$ cat src/rtl/uart_tx_fifo.sv
// UART transmitter with a transmit FIFO in front of it.
// Bytes written with tx_en/tx_ready are queued, then serialised as
// start / data (LSB first) / optional parity / stop bits, DIV clocks per bit.
// Handshake: a byte is taken on any cycle where tx_en=1 and tx_ready=1;
// tx_en while tx_ready=0 is dropped with no effect.
// All outputs come straight from flops; the serial line lags the FSM state
// by one clock, which keeps every bit exactly DIV cycles long.
module uart_tx_fifo #(
    parameter int BAUDRATE   = 115200,
    parameter int CLK_RATE   = 50000000,
    parameter int DATA_BITS  = 8,
    parameter int PARITY     = 0,
    parameter int STOP_BITS  = 1,
    parameter int FIFO_DEPTH = 16
) (
    input  logic                              clk,
    input  logic                              rst,
    input  logic [7:0]                        tx_data,
    input  logic                              tx_en,
    output logic                              tx_ready,
    output logic                              tx,
    output logic                              busy,
    output logic [$clog2(FIFO_DEPTH+1)-1:0]   fifo_count
);
    localparam int DIV = CLK_RATE / BAUDRATE;
    localparam int CW  = $clog2(FIFO_DEPTH + 1);
    localparam int PW  = $clog2(FIFO_DEPTH);
    localparam int BW  = $clog2(STOP_BITS * DIV);

    localparam logic [BW-1:0] BIT_LAST  = BW'(DIV - 1);
    localparam logic [BW-1:0] STOP_LAST = BW'(STOP_BITS * DIV - 1);
    localparam logic [2:0]    DATA_LAST = 3'(DATA_BITS - 1);
    localparam logic [CW-1:0] DEPTH_C   = CW'(FIFO_DEPTH);
    localparam logic [7:0]    DATA_MASK = 8'((1 << DATA_BITS) - 1);
    localparam logic          ODD_PAR   = (PARITY == 2);

    typedef enum logic [2:0] {
        S_IDLE   = 3'd0,
        S_START  = 3'd1,
        S_DATA   = 3'd2,
        S_PARITY = 3'd3,
        S_STOP   = 3'd4
    } state_t;

    state_t         state_q, state_d;
    logic [BW-1:0]  baud_q, baud_d;
    logic [2:0]     bit_q, bit_d;
    logic [7:0]     shift_q, shift_d;
    logic           par_q, par_d;
    logic [PW-1:0]  wr_ptr_q, wr_ptr_d, rd_ptr_q, rd_ptr_d;
    logic [CW-1:0]  count_q, count_d;
    logic           tx_q, tx_d;
    logic           ready_q, ready_d;
    logic           busy_q, busy_d;
    logic [7:0]     mem_q [FIFO_DEPTH];
    logic [7:0]     head;
    logic           push, pop;

    assign head       = mem_q[rd_ptr_q];
    assign push       = tx_en && ready_q;
    assign tx         = tx_q;
    assign tx_ready   = ready_q;
    assign busy       = busy_q;
    assign fifo_count = count_q;

    // Storage only: contents need no reset, the pointers and count define validity.
    always_ff @(posedge clk) begin
        if (!rst && push) begin
            mem_q[wr_ptr_q] <= tx_data;
        end
    end

    // State register: FSM, baud timing, FIFO bookkeeping and registered outputs.
    always_ff @(posedge clk) begin
        if (rst) begin
            state_q  <= S_IDLE;
            baud_q   <= '0;
            bit_q    <= '0;
            shift_q  <= '0;
            par_q    <= 1'b0;
            wr_ptr_q <= '0;
            rd_ptr_q <= '0;
            count_q  <= '0;
            tx_q     <= 1'b1;
            ready_q  <= 1'b1;
            busy_q   <= 1'b0;
        end else begin
            state_q  <= state_d;
            baud_q   <= baud_d;
            bit_q    <= bit_d;
            shift_q  <= shift_d;
            par_q    <= par_d;
            wr_ptr_q <= wr_ptr_d;
            rd_ptr_q <= rd_ptr_d;
            count_q  <= count_d;
            tx_q     <= tx_d;
            ready_q  <= ready_d;
            busy_q   <= busy_d;
        end
    end

    // Next-state: frame sequencing; a pop loads the shifter and restarts the baud phase.
    always_comb begin
        state_d = state_q;
        baud_d  = baud_q + 1'b1;
        bit_d   = bit_q;
        shift_d = shift_q;
        par_d   = par_q;
        pop     = 1'b0;
        case (state_q)
            S_IDLE: begin
                baud_d = '0;
                if (count_q != '0) begin
                    pop = 1'b1;
                end
            end
            S_START: begin
                if (baud_q == BIT_LAST) begin
                    state_d = S_DATA;
                    baud_d  = '0;
                    bit_d   = '0;
                end
            end
            S_DATA: begin
                if (baud_q == BIT_LAST) begin
                    baud_d  = '0;
                    shift_d = {1'b0, shift_q[7:1]};
                    if (bit_q == DATA_LAST) begin
                        state_d = (PARITY != 0) ? S_PARITY : S_STOP;
                    end else begin
                        bit_d = bit_q + 1'b1;
                    end
                end
            end
            S_PARITY: begin
                if (baud_q == BIT_LAST) begin
                    state_d = S_STOP;
                    baud_d  = '0;
                end
            end
            S_STOP: begin
                if (baud_q == STOP_LAST) begin
                    state_d = S_IDLE;
                    baud_d  = '0;
                    // Queued data goes straight into the next start bit, no idle gap.
                    if (count_q != '0) begin
                        pop = 1'b1;
                    end
                end
            end
            default: begin
                state_d = S_IDLE;
                baud_d  = '0;
            end
        endcase
        if (pop) begin
            state_d = S_START;
            baud_d  = '0;
            shift_d = head;
            par_d   = (^(head & DATA_MASK)) ^ ODD_PAR;
        end
    end

    // Outputs: line level from the current state, FIFO counters and status flags.
    always_comb begin
        wr_ptr_d = push ? wr_ptr_q + 1'b1 : wr_ptr_q;
        rd_ptr_d = pop  ? rd_ptr_q + 1'b1 : rd_ptr_q;
        count_d  = count_q;
        if (push && !pop) begin
            count_d = count_q + 1'b1;
        end else if (!push && pop) begin
            count_d = count_q - 1'b1;
        end
        ready_d = (count_d < DEPTH_C);
        busy_d  = (state_q != S_IDLE) || (count_d != '0);
        case (state_q)
            S_START:  tx_d = 1'b0;
            S_DATA:   tx_d = shift_q[0];
            S_PARITY: tx_d = par_q;
            default:  tx_d = 1'b1;
        endcase
    end
endmodule
$ cat config.mk
export PLATFORM = sky130hd
export DESIGN_NAME = uart_tx_fifo
export DESIGN_NICKNAME = d
export VERILOG_FILES = /design/src/rtl/uart_tx_fifo.sv
export SDC_FILE = /design/constraint.sdc
export NUM_CORES = 1
export LEC_CHECK = 0
export CORE_MARGIN = 2
export CORE_UTILIZATION = 50
export DETAILED_ROUTE_END_ITERATION = 6
export PLACE_DENSITY = 0.67
export REMOVE_ABC_BUFFERS = 1
export SETUP_SLACK_MARGIN = 0.2
export SYNTH_ARGS = -nofsm -noshare
export SYNTH_HDL_FRONTEND = slang
export SYNTH_SLANG_ARGS = --single-unit
export TNS_END_PERCENT = 10
$ cat constraint.sdc
create_clock -name clk -period 2.9 [get_ports clk]
set_input_delay 0.58 -clock clk [delete_from_list [all_inputs] [get_ports clk]]
set_output_delay 0.58 -clock clk [all_outputs]
set_load 0.01 [all_outputs]
; ---- After elaboration in Yosys (flattened, before gate mapping)
; Memories as Yosys holds them, arrays and structs flattened. A register that Yosys moved wholly into a read port is not among the register bits.
; Index checks and enable logic that the tools add are counted.
[word_totals]
regBits = 40
ramBits = 128
out_inout_bits = 8
elab_cells = 86
mem_count = 1
[classes]
add_sub_neg = 6
order_cmp = 1
eq_ne = 18
mux = 23
n_bitwise = 2
reduce_logical = 23
[mem_list]
columns = memory, words, width, read_ports, rd_clocked_by_memory_dff, write_ports, line
row1 = mem_q, 16, 8, 1, 1, 1, 55  ; logic [7:0] mem_q [FIFO_DEPTH];
[ops]
columns = op, n
row1 = 8-bit 2-to-1 mux, 3
row2 = 3-bit 2-to-1 mux, 7
row3 = "3-bit inequality test, second input constant", 5
row4 = 3-bit one-hot mux with 5 select lines, 1
row5 = "2-bit inequality test, second input constant", 7
row6 = 6-bit AND reduction, 2
row7 = 5-bit 2-to-1 mux, 2
row8 = 5-bit nonzero test, 2
row9 = "9-bit by 1-bit adder with 9-bit output, second input constant", 1
row10 = "9-bit == test, second input constant", 1
row11 = "4-bit by 1-bit adder with 4-bit output, second input constant", 2
row12 = 4-bit 2-to-1 mux, 2
row13 = 4-bit OR reduction, 2
row14 = 8-bit parity, 1
row15 = "3-bit by 2-bit == test with 1-bit output, second input constant", 2
row16 = "3-bit == test, second input constant", 2
row17 = 3-bit one-hot mux with 2 select lines, 1
row18 = 2-bit nonzero test, 3
row19 = "5-bit by 1-bit adder with 5-bit output, second input constant", 1
row20 = "5-bit less-than comparator, second input constant", 1
row21 = 1-bit 2-to-1 mux, 5
row22 = "5-bit by 1-bit subtractor with 5-bit output, second input constant", 1
row23 = 1-bit logical AND, 4
row24 = 4-bit AND reduction, 1
row25 = other kinds (11), 14

; ---- Logic depth before layout (Yosys ltp)
; Gate-level depths: netlist (run 1).
[depth]
ltp_word = 9
ltp_mapped = 9

; ---- Least setup slack after synthesis (run 1)
; No wires, ideal clock.
[synth_timing]
path_kind = register to register
start = register with a tool-made name
end = register par_q
setup_time_ns = 0.086
t_arrival_ns = 1.983
required_ns = 2.814
path_slack_ns = 0.831
path_stages_with_launch = 10
synth_period_minus_slack_ns = 2.069
cell_sequence = dfxtp_1 -> buf_6 -> buf_6 -> mux4_1 -> a22oi_1 -> nand2_1 -> xnor2_1 -> xnor2_1 -> xnor2_1 -> a211oi_1
[synth_lines]
columns = element, line
row1 = "end signal, assigned", 92  ; par_q <= par_d;
row2 = "end, declared", 49  ; logic par_q, par_d;

==> reports/qor.csv, run 1 <==
stage;metric;value;unit
clock_tree;clk_lat worst skew;420;ps
pwr;Clock power frac;0.317;
routing;Residual DRC;0;
layout;layout cells sized above 1;0.142;
clock_tree;clk slew on worst S/H paths;60;ps
sta;WHS;484;ps
pwr;Cell Int Power;4.80;mW
global_route;GR peak layer;met2;
clock_tree;Sink Count;172;
sta;RSZ-0062 raised after global routing;false;
clock_tree;H-Tree Depth;4;
sta;setup ws final;499;ps
layout;commonest non-fill, non-tap cell in the layout;edfxtp_1;
placed_design;HPWL Detailed;8280;um
routing;post-route antenna net violation count;0;
logic_synthesis;synth warn;0;
layout;Multi-input gate area;2120;um^2
logic_synthesis;largest family of logic cells by synthesized area;multiplexers;
global_route;met1 usage;0.248;
logic_synthesis;Synth Instances;451;
pwr;combinational power share;0.230;
pwr;Tot Pwr;6.57;mW
layout;diode count;0;
critical_path;Critical Path AT;2740;ps
routing;initial DRC count;429;
floorplanning;DIE AREA;14900;um^2
floorplanning;io pins;19;
layout;nets;513;
global_route;gr ovfl total;0;
global_route;initial antenna violation count;0;
pwr;maximum vdd drop;0.493;mV
global_route;met3 Track Usage GR;0.0497;
floorplanning;Die H;122;um
pwr;switching power share of the total;0.270;
logic_synthesis;compound-gate portion of the synthesized area;0.0449;
clock_tree;Root Buffer;clkbuf_16;
job;max-capacitance violation count;0;
layout;fillers;1072;
floorplanning;Die X;122;um
sta;Final Max Slew Viols;0;
placed_design;port bufs;18;
layout;final instance area;8010;um^2
logic_synthesis;mux cell area share after synthesis;0.125;
routing;Total Wirelength;12700;um
sta;Slew headroom;0.470;
layout;area grow syn2layout;14.5;%
placed_design;Final GP Congestion;0.769;
routing;drt first pass iters;4;
outcome;status;finished clean;
sta;Worst Skew;18.3;ps
critical_path;Req. time, crit path;3240;ps
logic_synthesis;Post-Syn Area;6990;um^2
logic_synthesis;EDFF count, synth;128;
logic_synthesis;Async S/R FF share, synth;0;
floorplanning;Initial Utilization;0.508;
pwr;NetSw;1.77;mW
global_route;largest net degree at the start of global routing;33;
clock_tree;Post-CTS Hold Buffers;0;
critical_path;Crit Path Category;flop to flop;
logic_synthesis;sequential area share after synthesis;0.676;
critical_path;Worst R2R Setup Slack;500;ps
placed_design;Placed Area;7470;um^2
sta;Fin. Hold Viols;0;
sta;Tmin final;2400;ps
pwr;Reg power frac;0.452;
logic_synthesis;Synth Area in Adders;0.0215;
sta;fmax;416;MHz
critical_path;CP endpoint kind;flop;
clock_tree;post-CTS setup repair buffer count;0;
floorplanning;row cnt;43;
layout;most frequent cells in the layout;edfxtp_1, nor2_1, dfxtp_1;
pwr;PD cells;820;nW/um^2
logic_synthesis;Primary FF master, synth;edfxtp_1;
routing;Wirelength per Cell;18.7;um
logic_synthesis;syn_area_per_cell;15.5;um^2
clock_tree;Inserted Clock Buffers;17;
sta;Setup-failing EPs final;0;
logic_synthesis;Yosys cell types;45;
global_route;first-pass GRT wire length;20400;um
floorplanning;Placeable Area;13800;um^2
clock_tree;maximum clock path buffer count;2;
critical_path;crit start category;flop;
pwr;Leakage;2.71;nW
routing;Vias;3780;
layout;Reg area;4730;um^2
critical_path;crit-path max FO;11;
global_route;gr usage total;0.188;
placed_design;pre-CTS setup slack;325;ps
sta;worst-margin pin slew;793;ps
global_route;vias in the first global route;3757;
logic_synthesis;synthesized flop and latch total;172;
clock_tree;CTS tree;built;
logic_synthesis;post-synthesis xor/xnor area fraction;0.0313;
min_path;Worst Hold Class;flop to flop;
global_route;grt met2 use;0.302;
logic_synthesis;simple logic cell fraction of the synthesized area;0.0803;
sta;period utilisation layout;0.828;
routing;Via density;5.55;
==> Yosys cell counts, types with 10 or more instances <==
cell type / n / area [um^2]
edfxtp_1: 128 / 3840
nor2_1: 67 / 251
dfxtp_1: 44 / 881
nand2_1: 29 / 109
mux4_2: 20 / 450
a22oi_1: 18 / 135
xnor2_1: 18 / 158
a21oi_1: 12 / 60.1
ha_1: 12 / 150
mux4_1: 12 / 315
mux2i_1: 11 / 110
inv_1: 10 / 37.5
==> power groups by stage <==
| stage | Clock [mW] | Sequential (mW) | Combinational [mW] |
|---|---|---|---|
| 2_1_floorplan | 0 | 3.04 | 1.06 |
| 3_5_place_dp | 0 | 3.02 | 1.52 |
| 6_report | 2.08 | 2.97 | 1.51 |
| 4_1_cts | 2.13 | 2.97 | 1.53 |
| 3_3_place_gp | 0 | 3.01 | 1.50 |
| 5_1_grt | 2.22 | 3.00 | 1.69 |
==> layer usage <==
| layer | vias to the layer above | routed length (um) | share of wire |
|---|---|---|---|
| li1 | 1788 | - | - |
| met1 | 1909 | 5730 | 0.45 |
| met2 | 77 | 6320 | 0.50 |
| met3 | 6 | 574 | 0.045 |
| met4 | 0 | 117 | 0.0092 |
| met5 | - | 0 | 0 |
==> critical path, stage by stage (launching register included) <==
cell and delay (ps):
dfxtp_4 480, buf_4 270, mux4_1 580, a22oi_1 200, nand2_1 120, xnor2_1 230, xnor2_1 110, xnor2_1 130
a211oi_1 210
==> metrics by stage <==
stage	cells	setup TNS, ps	util
2_1_floorplan	431	-70.2	-
3_3_place_gp	651	0	0.542
3_5_place_dp	651	0	0.542
4_1_cts	681	0	0.581
5_1_grt	681	0	0.581
6_report	681	0	0.581
==> registers in the layout, summed over array words and instances (netlist names), named ones only <==
register    flops
mem_q         128
baud_q          9
shift_q         8
fifo_count      5
rd_ptr_q        4
wr_ptr_q        4
bit_q           3
state_q         3
busy            1
par_q           1
tx              1
tx_ready        1
==> final timing paths <==
path / startpoint / end / cells after the start
setup / recovery: flop / par_q$_SDFFE_PP0N_ / 8
hold / removal: baud_q[0]$_SDFF_PP0_ / baud_q[0]$_SDFF_PP0_ / 1
setup reg to reg: flop / par_q$_SDFFE_PP0N_ / 8
hold reg to reg: baud_q[0]$_SDFF_PP0_ / baud_q[0]$_SDFF_PP0_ / 1
==> kinds of logic (layout without fill, tap and decap cells) <==
kind of cell / Yosys count / in the layout
DFF: 172 / 172
muxes: 43 / 43
and+or+nand+nor: 126 / 126
adders and majority gates: 12 / 12
buffers and inverters: 30 / 80
AOI/OAI and AO/OA: 43 / 43
xor gates and xnor gates: 25 / 25
==> final cells by class <==
class	count	share of cell area
clock inverter	11	0.0130
sequential	172	0.591
clock buffer	19	0.0541
tap	180	0.0281
multi-input combinational	249	0.265
inverter	10	0.00469
timing repair buffer	40	0.0447
==> timing repair <==
item | in CTS | in global routing
hold endpoints to repair | 0 | 0
resized for setup | 0 | 1
setup endpoints to repair | 0 | 1
Note: power is estimated with default switching activity, not from simulation.
==> run 2: changes to the inputs <==
--- a/config.mk
+++ b/config.mk
@@ -8,7 +8,7 @@
 export CORE_MARGIN = 2
 export CORE_UTILIZATION = 50
 export DETAILED_ROUTE_END_ITERATION = 6
-export PLACE_DENSITY = 0.67
+export PLACE_DENSITY = 0.69
 export REMOVE_ABC_BUFFERS = 1
 export SETUP_SLACK_MARGIN = 0.2
 export SYNTH_ARGS = -nofsm -noshare
==> constraint.sdc (replaced) <==
create_clock -name clk -period 2.2 [get_ports clk]
set_input_delay 0.44 -clock clk [delete_from_list [all_inputs] [get_ports clk]]
set_output_delay 0.44 -clock clk [all_outputs]
set_load 0.01 [all_outputs]
==> run 2 against run 1 <==
Compared with the run above:
- the flow now finishes with violations (setup timing)
- sequential power grew 31%
- cell count is 3.2% higher
- worst setup slack got worse by 500 ps
- design area grew 4.5%
- critical path type unchanged
- critical endpoint unchanged
- largest power group unchanged
==> reports/qor.csv, run 2 (synthesis results as in run 1) <==
stage;metric;value;unit;change
sta;Worst Skew;7.96;ps;-10.4 ps
clock_tree;maximum clock path buffer count;2;;unchanged
outcome;status;finished, violations left;;
layout;commonest non-fill, non-tap cell in the layout;edfxtp_1;;
floorplanning;DIE AREA;14900;um^2;unchanged
min_path;cell count of the worst hold path;1;;unchanged
layout;nets;533;;+3.9%
global_route;vias in the first global route;3882;;+3.3%
layout;Largest regs;mem_q x128, baud_q x9, shift_q x8;;
critical_path;Crit path buffers/inverters;2;;+1
global_route;largest net degree at the start of global routing;33;;unchanged
floorplanning;io pins;19;;unchanged
floorplanning;Initial Utilization;0.508;;unchanged
critical_path;cell depth of the worst setup path;9;;+1
critical_path;Largest stage delay, worst path;510;ps;-70 ps
outcome;failing checks;setup timing;;
routing;post-route antenna net violation count;0;;unchanged
layout;max FFs per register;128;;unchanged
layout;most frequent cells in the layout;edfxtp_1, nor2_1, dfxtp_1;;
clock_tree;Sink Count;172;;unchanged
pwr;PD cells;1110;nW/um^2;+36%
critical_path;crit start category;flop;;
routing;Total Wirelength;13000;um;+2.0%
sta;Setup-failing EPs final;1;;+1
clock_tree;CTS tree;built;;
routing;Vias;3872;;+2.4%
global_route;first-pass GRT wire length;20800;um;+2.0%
clock_tree;Root Buffer;clkbuf_16;;
critical_path;family with the most delay on the worst path;multiplexers;;
critical_path;reg2reg path depth;9;;+1
layout;fillers;1039;;-3.1%
global_route;gr ovfl total;0;;unchanged
floorplanning;row cnt;43;;unchanged
sta;Fin. Hold Viols;0;;unchanged
routing;initial DRC count;255;;-41%
critical_path;CP endpoint kind;flop;;
clock_tree;clk_lat worst skew;430;ps;about the same
layout;layout cells sized above 1;0.247;;+0.105
critical_path;crit-path max FO;6;;-5
sta;RSZ-0062 raised after global routing;true;;
floorplanning;Die H;122;um;unchanged
routing;Wirelength per Cell;18.5;um;-1.2%
critical_path;Crit Path Category;flop to flop;;
critical_path;Req. time, crit path;2550;ps;-690 ps
sta;setup ws final;-3.82;ps;-503 ps
floorplanning;Placeable Area;13800;um^2;unchanged
layout;Reg with most FFs;mem_q;;
global_route;initial antenna violation count;0;;unchanged
critical_path;Slowest-stage cell, CP;mux4_2;;
sta;Final Max Slew Viols;0;;unchanged
pwr;Tot Pwr;9.32;mW;+42%
critical_path;Critical Path AT;2550;ps;-190 ps
floorplanning;Die X;122;um;unchanged
min_path;Worst Hold Class;flop to flop;;
sta;Tmin final;2200;ps;-197 ps
pwr;Leakage;2.86;nW;+5.2%
sta;worst-margin pin slew;742;ps;-50.9 ps
placed_design;pre-CTS setup slack;-151;ps;-476 ps
placed_design;HPWL Detailed;8410;um;+1.5%
clock_tree;Inserted Clock Buffers;17;;unchanged
sta;fmax;454;MHz;+8.9%
critical_path;cell mode on critical path;xnor2_1;;
placed_design;port bufs;18;;unchanged
sta;Slew headroom;0.504;;+0.0335
routing;Residual DRC;0;;unchanged
job;max-capacitance violation count;0;;unchanged
layout;diode count;0;;unchanged
sta;period utilisation layout;1.00;;+0.174
placed_design;Final GP Congestion;0.770;;+0.16%
global_route;gr usage total;0.192;;+0.00458
routing;Via density;5.51;;-0.77%
routing;drt first pass iters;4;;unchanged
critical_path;crit path cell chain;buf_4 -> buf_8 -> mux4_2 -> a22oi_2 -> nand2_2 -> xnor2_2 -> xnor2_1 -> xnor2_1 -> a211oi_1;;
clock_tree;clk slew on worst S/H paths;60;ps;about the same
layout;area grow syn2layout;19.6;%;
clock_tree;H-Tree Depth;4;;unchanged
pwr;maximum vdd drop;0.592;mV;+20%
[run 2: final timing paths]
| path | from | to | slack (ps) |
|---|---|---|---|
| max | flop | par_q$_SDFFE_PP0N_ | -4 |
| min | baud_q[0]$_SDFF_PP0_ | baud_q[0]$_SDFF_PP0_ | 450 |
| max reg2reg | flop | par_q$_SDFFE_PP0N_ | -4 |
| min reg2reg | baud_q[0]$_SDFF_PP0_ | baud_q[0]$_SDFF_PP0_ | 450 |
[run 2: worst reg2reg max path: cells and delay by family (launching register included)]
kind	cells	cell delay (ps)
muxes	1	510
xor gates and xnor gates	3	420
DFF	1	420
AOI/OAI and AO/OA	2	400
buffers and inverters	2	270
and+or+nand+nor	1	110
[run 2: through the flow]
step	cell area [um^2]	hold slack (ps)	utilization	TNS, ps	std cells
after floorplan	6880	444	-	-3500	431
after CTS	8290	487	0.602	0	702
after detailed placement	7610	473	0.553	-170	667
final	8360	447	0.607	-3.82	703
after global routing	8360	482	0.607	-168	703
after global placement	7610	463	0.553	-108	667
[run 2: what timing repair did]
item	CTS	global route
hold buffers	0	0
buffers inserted	3	1
pin swaps	13	16
gates resized for setup	27	17
endpoints found under the setup margin	14	18
[run 2: where the power goes]
part           switching [mW]  total [mW]  internal (mW)
registers               0.166        3.88           3.71
clock network            1.26        2.83           1.57
logic                    1.23        2.61           1.38
total                    2.65        9.32           6.67
[run 2: cell type report]
class                           instances  area, um^2  area share
Sequential cell                       172        4730       0.566
Clock inverter                         14         139      0.0166
Tap cell                              180         225      0.0269
Multi-Input combinational cell        249        2240       0.267
Clock buffer                           18         429      0.0513
Timing Repair Buffer                   60         563      0.0673
Inverter                               10        37.5     0.00449
[run 2: routing by layer]
metal	track usage	part of all wire	vias up	wire [um]
met3	0.0544	0.049	21	637
met5	0	0	-	0
met2	0.312	0.49	88	6430
met1	0.246	0.44	1938	5660
li1	-	-	1825	-
met4	0.0790	0.020	0	263
